`src/rtl/riscv_unrn_mtimer.sv`:
```
// Machine timer: 64-bit mtime with prescaler, NUM_CMP mtimecmp channels and
// level-sensitive MTIP lines, exposed as a one-cycle-latency bus slave.
module riscv_unrn_mtimer #(
  parameter int unsigned NUM_CMP    = 1,
  parameter logic [31:0] BASE_ADDR  = 32'h0000_8000,
  parameter int unsigned PRESCALE_W = 8
) (
  input  logic               clk,
  input  logic               rst_n,
  input  logic               req_valid,
  input  logic               req_we,
  input  logic [31:0]        req_addr,
  input  logic [31:0]        req_wdata,
  output logic               rsp_valid,
  output logic [31:0]        rsp_rdata,
  output logic               rsp_err,
  output logic [63:0]        mtime_o,
  output logic [NUM_CMP-1:0] mtip_o
);

  logic [63:0]           mtime;
  logic [63:0]           mtimecmp [NUM_CMP];
  logic [31:0]           hi_shadow;
  logic                  en;
  logic [PRESCALE_W-1:0] div;
  logic [PRESCALE_W-1:0] pcnt;
  logic                  tick;

  logic [31:0] off;
  logic [4:0]  cmp_word;
  logic [3:0]  cmp_idx;
  logic        cmp_hi;
  logic        sel_ctrl, sel_lo, sel_hi, sel_cmp, dec_err;
  logic        wr, rd;
  logic [31:0] rd_data;

  assign off      = req_addr - BASE_ADDR;
  // Word index relative to the first compare register; LSB picks the half.
  assign cmp_word = off[6:2] - 5'd3;
  assign cmp_idx  = cmp_word[4:1];
  assign cmp_hi   = cmp_word[0];

  assign sel_ctrl = (off == 32'h0);
  assign sel_lo   = (off == 32'h4);
  assign sel_hi   = (off == 32'h8);
  assign sel_cmp  = (off >= 32'hC) && (off < 32'(12 + 8 * NUM_CMP));
  assign dec_err  = (req_addr[1:0] != 2'b00) || !(sel_ctrl || sel_lo || sel_hi || sel_cmp);

  assign wr   = req_valid && req_we && !dec_err;
  assign rd   = req_valid && !req_we && !dec_err;
  assign tick = en && (pcnt == div);

  always_comb begin
    rd_data = '0;
    if (sel_ctrl) begin
      rd_data[0]                = en;
      rd_data[8 +: PRESCALE_W]  = div;
    end else if (sel_lo) begin
      rd_data = mtime[31:0];
    end else if (sel_hi) begin
      rd_data = hi_shadow;
    end else if (sel_cmp) begin
      for (int unsigned i = 0; i < NUM_CMP; i++) begin
        if (cmp_idx == 4'(i)) rd_data = cmp_hi ? mtimecmp[i][63:32] : mtimecmp[i][31:0];
      end
    end
  end

  always_ff @(posedge clk or negedge rst_n) begin
    if (!rst_n) begin
      rsp_valid <= 1'b0;
      rsp_rdata <= '0;
      rsp_err   <= 1'b0;
      en        <= 1'b1;
      div       <= '0;
      pcnt      <= '0;
      mtime     <= '0;
      hi_shadow <= '0;
      mtip_o    <= '0;
      for (int unsigned i = 0; i < NUM_CMP; i++) mtimecmp[i] <= '1;
    end else begin
      rsp_valid <= req_valid;
      rsp_err   <= req_valid && dec_err;
      rsp_rdata <= rd ? rd_data : '0;

      if (wr && sel_ctrl) begin
        en   <= req_wdata[0];
        div  <= req_wdata[8 +: PRESCALE_W];
        pcnt <= '0;
      end else if (!en || tick) begin
        pcnt <= '0;
      end else begin
        pcnt <= pcnt + 1'b1;
      end

      // A bus write to either half suppresses the increment for that cycle.
      if (wr && sel_lo)      mtime[31:0]  <= req_wdata;
      else if (wr && sel_hi) mtime[63:32] <= req_wdata;
      else if (tick)         mtime        <= mtime + 64'd1;

      if (wr && sel_hi)      hi_shadow <= req_wdata;
      else if (rd && sel_lo) hi_shadow <= mtime[63:32];

      for (int unsigned i = 0; i < NUM_CMP; i++) begin
        if (wr && sel_cmp && cmp_idx == 4'(i)) begin
          if (cmp_hi) mtimecmp[i][63:32] <= req_wdata;
          else        mtimecmp[i][31:0]  <= req_wdata;
        end
        mtip_o[i] <= (mtime >= mtimecmp[i]);
      end
    end
  end

  assign mtime_o = mtime;

endmodule

```
`config.mk`:
```
export PLATFORM = sky130hd
export DESIGN_NAME = riscv_unrn_mtimer
export DESIGN_NICKNAME = d
export VERILOG_FILES = /design/src/rtl/riscv_unrn_mtimer.sv
export SDC_FILE = /design/constraint.sdc
export NUM_CORES = 1
export LEC_CHECK = 0
export ABC_CLOCK_PERIOD_IN_PS = 2980
export CORE_ASPECT_RATIO = 0.75
export CORE_MARGIN = 2
export CORE_UTILIZATION = 40
export DETAILED_ROUTE_END_ITERATION = 12
export HOLD_SLACK_MARGIN = 0.03
export PLACE_DENSITY = 0.7
export SYNTH_ARGS = -nofsm -noshare
export SYNTH_HDL_FRONTEND = slang
export SYNTH_SLANG_ARGS = --single-unit
export TNS_END_PERCENT = 100
```
`constraint.sdc`:
```
create_clock -name clk -period 2.98 [get_ports clk]
set_clock_uncertainty 0.15 [all_clocks]
set_input_delay 0.447 -clock clk [delete_from_list [all_inputs] [get_ports clk]]
set_output_delay 0.447 -clock clk [all_outputs]
set_load 0.01 [all_outputs]
```
==> impl_metrics.toml <==
[run_status]
outcome = "finished, final reports clean"

[layout]
fin_cells = 2224
drive_above_1_share_pct = 22.73
antenna-diode-count = 0
area_growth_pct = 38.12
layout_common_cells = "buf_4 (186), nand2_1 (183), clkdlybuf4s50_1 (158)"
nets = 1903
fin_area_um2 = 18130
layout_commonest_cell = "buf_4"
final_util_pct = 55.99
nFillCells = 2878

[routing]
wl_mm = 49.39
antenna_left = 0
wl_per_cell_um = 22.21
first_iter_violations = 1230
avgViaCountPerCell = 5.867
first_pass_iters = 5
route.detailed.drc = 0
vias = 13050

[floorplanning]
start_util_pct = 40.54
core.rowCount = 57
die_h_um = 160.9
io_pins = 167
fp.dieArea_um2 = 34290
die_w_um = 213.2
core_area_um2 = 32380

[synth]
syn_avg_cell_area_um2 = 9.198
yosys_warnings = 0
synth-seq-area-share_pct = 41.04
synthFlopType = "dfrtp_1"
async_flop_share_pct = 100.0
syn_nets = 1567
synth_seq_cells = 212
ys_types = 78
syn_area_um2 = 13130
syn_inst = 1427
synth-edff-count = 0

[worst_setup_path]
startpoint_type = "register"
r2r_start = "mtimecmp[5]"
critPathLaunch = "mtimecmp[5]"
arrival_ps = 3190
rrSetupSlack_ps = 30
worstSetupPathType = "register to register"
r2r-end = "mtip_o"
setup.worst_path.end_class = "register"
cp_max_fo = 3
r2r_cells = 9
endpoint = "mtip_o"
cp.required_ps = 3220

[global_route]
grt_pass1_vias = 12480
grt_pass1_wl_mm = 72.73
grt.met3_usage_pct = 6.629
grt_use_met1_pct = 40.58
grt_max_degree = 87
grt_overflow = 0
grt.busiest_layer = "met1"
gr-usage-met2_pct = 40.23
grt_antenna_before_repair = 0
grt_use_total_pct = 27.40

[timing]
setup_viol_count_final = 0
fmax_mhz = 338.9
worst_pin_slew_ps = 733.5
fin_hold_ws_ps = 375.6
finalCriticalPeriod_ps = 2951
fin_ws_ps = 29.31
relSlewSlack_pct = 50.58
hold_viol = 0
slew_violations = 0
rsz0062_at_grt = "true"
post-route-period-util_pct = 99.02
fin_setup_tns_ps = 0

[clock_network]
numCtsBuffers = 25
root_buffer = "clkbuf_16"
tritoncts = "yes"
clk_path_buf_depth = 3
clkTransAtPathRegs_ps = 60
htreeDepth = 1
clk-insertion-delay-late_ps = 540
cts_sinks = 212

[placed_design]
gp_congestion = 0.9607
postPlaceCellArea_um2 = 16750
detailed_place_hpwl_mm = 35.60
io_buffers = 166
dp.cells = 2155
preCtsSetupSlack_ps = -614.9

[power_and_ir_drop]
ir_drop_uv = 364.8
p_per_area_nw_per_um2 = 363.2
power.leakage_nw = 7.669
total_power_mw = 6.584

[flow_run]
cap_violations = 0

[hold_path]
hold_path_class = "primary input to asynchronous set/reset pin"
-- cells by family (layout without fill, tap and decap cells) --
logic type | count (synthesis) | after routing | share of synthesized area, %
multiplexers | 111 | 111 | 9.266
flip-flops | 212 | 212 | 41.04
AO/OA/AOI/OAI | 319 | 319 | 15.65
buffers and inverters | 153 | 508 | 4.576
AND/OR/NAND/NOR | 513 | 513 | 19.47
adder cells (fa/ha/maj) | 72 | 72 | 6.864
XOR/XNOR | 47 | 47 | 3.136
-- critical path, cell delays in order, from the launching register on --
cell and delay [ps]:
dfstp_2 550, inv_1 50, ha_1 300, a21o_1 180, a211oi_1 280, o211ai_1 170, a2111o_1 460, a211o_1 370
a31oi_4 180, o21ai_1 120
-- worst min-delay path by stage --
| stage | start | to | slack (ps) | cells past startpoint |
|---|---|---|---|---|
| finish | rst_n | mtime_o[24] | 380 | 2 |
| global route | req_valid | rsp_valid | 390 | 2 |
| CTS | req_valid | rsp_valid | 370 | 2 |
| detailed placement | hi_shadow[8] | hi_shadow[8] | 390 | 2 |
| global placement | hi_shadow[27] | hi_shadow[27] | 380 | 2 |
| floorplan | rst_n | div[0] | 1 | 0 |
-- layout make-up --
type / instances / area [um^2] / share of cell area, %
Multi-Input combinational cell: 1062 / 7321 / 40.38
Sequential cell: 212 / 5386 / 29.71
Timing Repair Buffer: 384 / 3696 / 20.39
Clock buffer: 33 / 725.7 / 4.003
Tap cell: 442 / 553.0 / 3.051
Inverter: 78 / 292.8 / 1.615
Clock inverter: 13 / 153.9 / 0.8489
-- what timing repair did --
item	4_1_cts	5_1_grt
resized for setup	6	39
hold endpoints to repair	48	0
setup buffers	0	14
pin swaps	0	15
hold buffers	1	0
gates cloned	0	8
endpoints found under the setup margin	6	97
-- state kept, by name, summed over array words and instances (netlist names), 8 cells and up --
register and flops:
mtimecmp 64, mtime_o 64, pcnt 8, rsp_rdata 32
hi_shadow 32, div 8
-- cell usage after synthesis, drive strengths merged (23+ instances only) --
master   number  area share [%]
xor2         31             2.1
dfrtp       147              28
nor3         31             1.4
clkbuf       53             1.5
nor2        113             3.2
a21oi        93             3.6
nand4        54             2.7
inv          78             2.2
dfstp        65              13
nand3        43             1.6
a31oi        36             1.7
mux2i        37             2.9
ha           72             6.9
nand2       183             5.2
o2bb2ai      23             1.5
mux2         74             6.3
o21ai        70             2.7
-- routing by layer --
metal | vias to the layer above | wire length (um) | part of all wire [%]
met5 | - | 0 | 0
met4 | 0 | 1394 | 2.8
met3 | 107 | 5437 | 11
met2 | 704 | 20930 | 42
met1 | 6419 | 21630 | 44
li1 | 5818 | - | -
-- report_power, final --
part           switching, mW  leakage [nW]  total (mW)  internal, mW
sequential           0.00684          2.65        2.90          2.89
clock                   1.30         0.439        3.27          1.98
combinational          0.235          4.58       0.414         0.180
total                   1.54          7.67        6.58          5.05
Note: power is estimated with default switching activity, not from simulation.
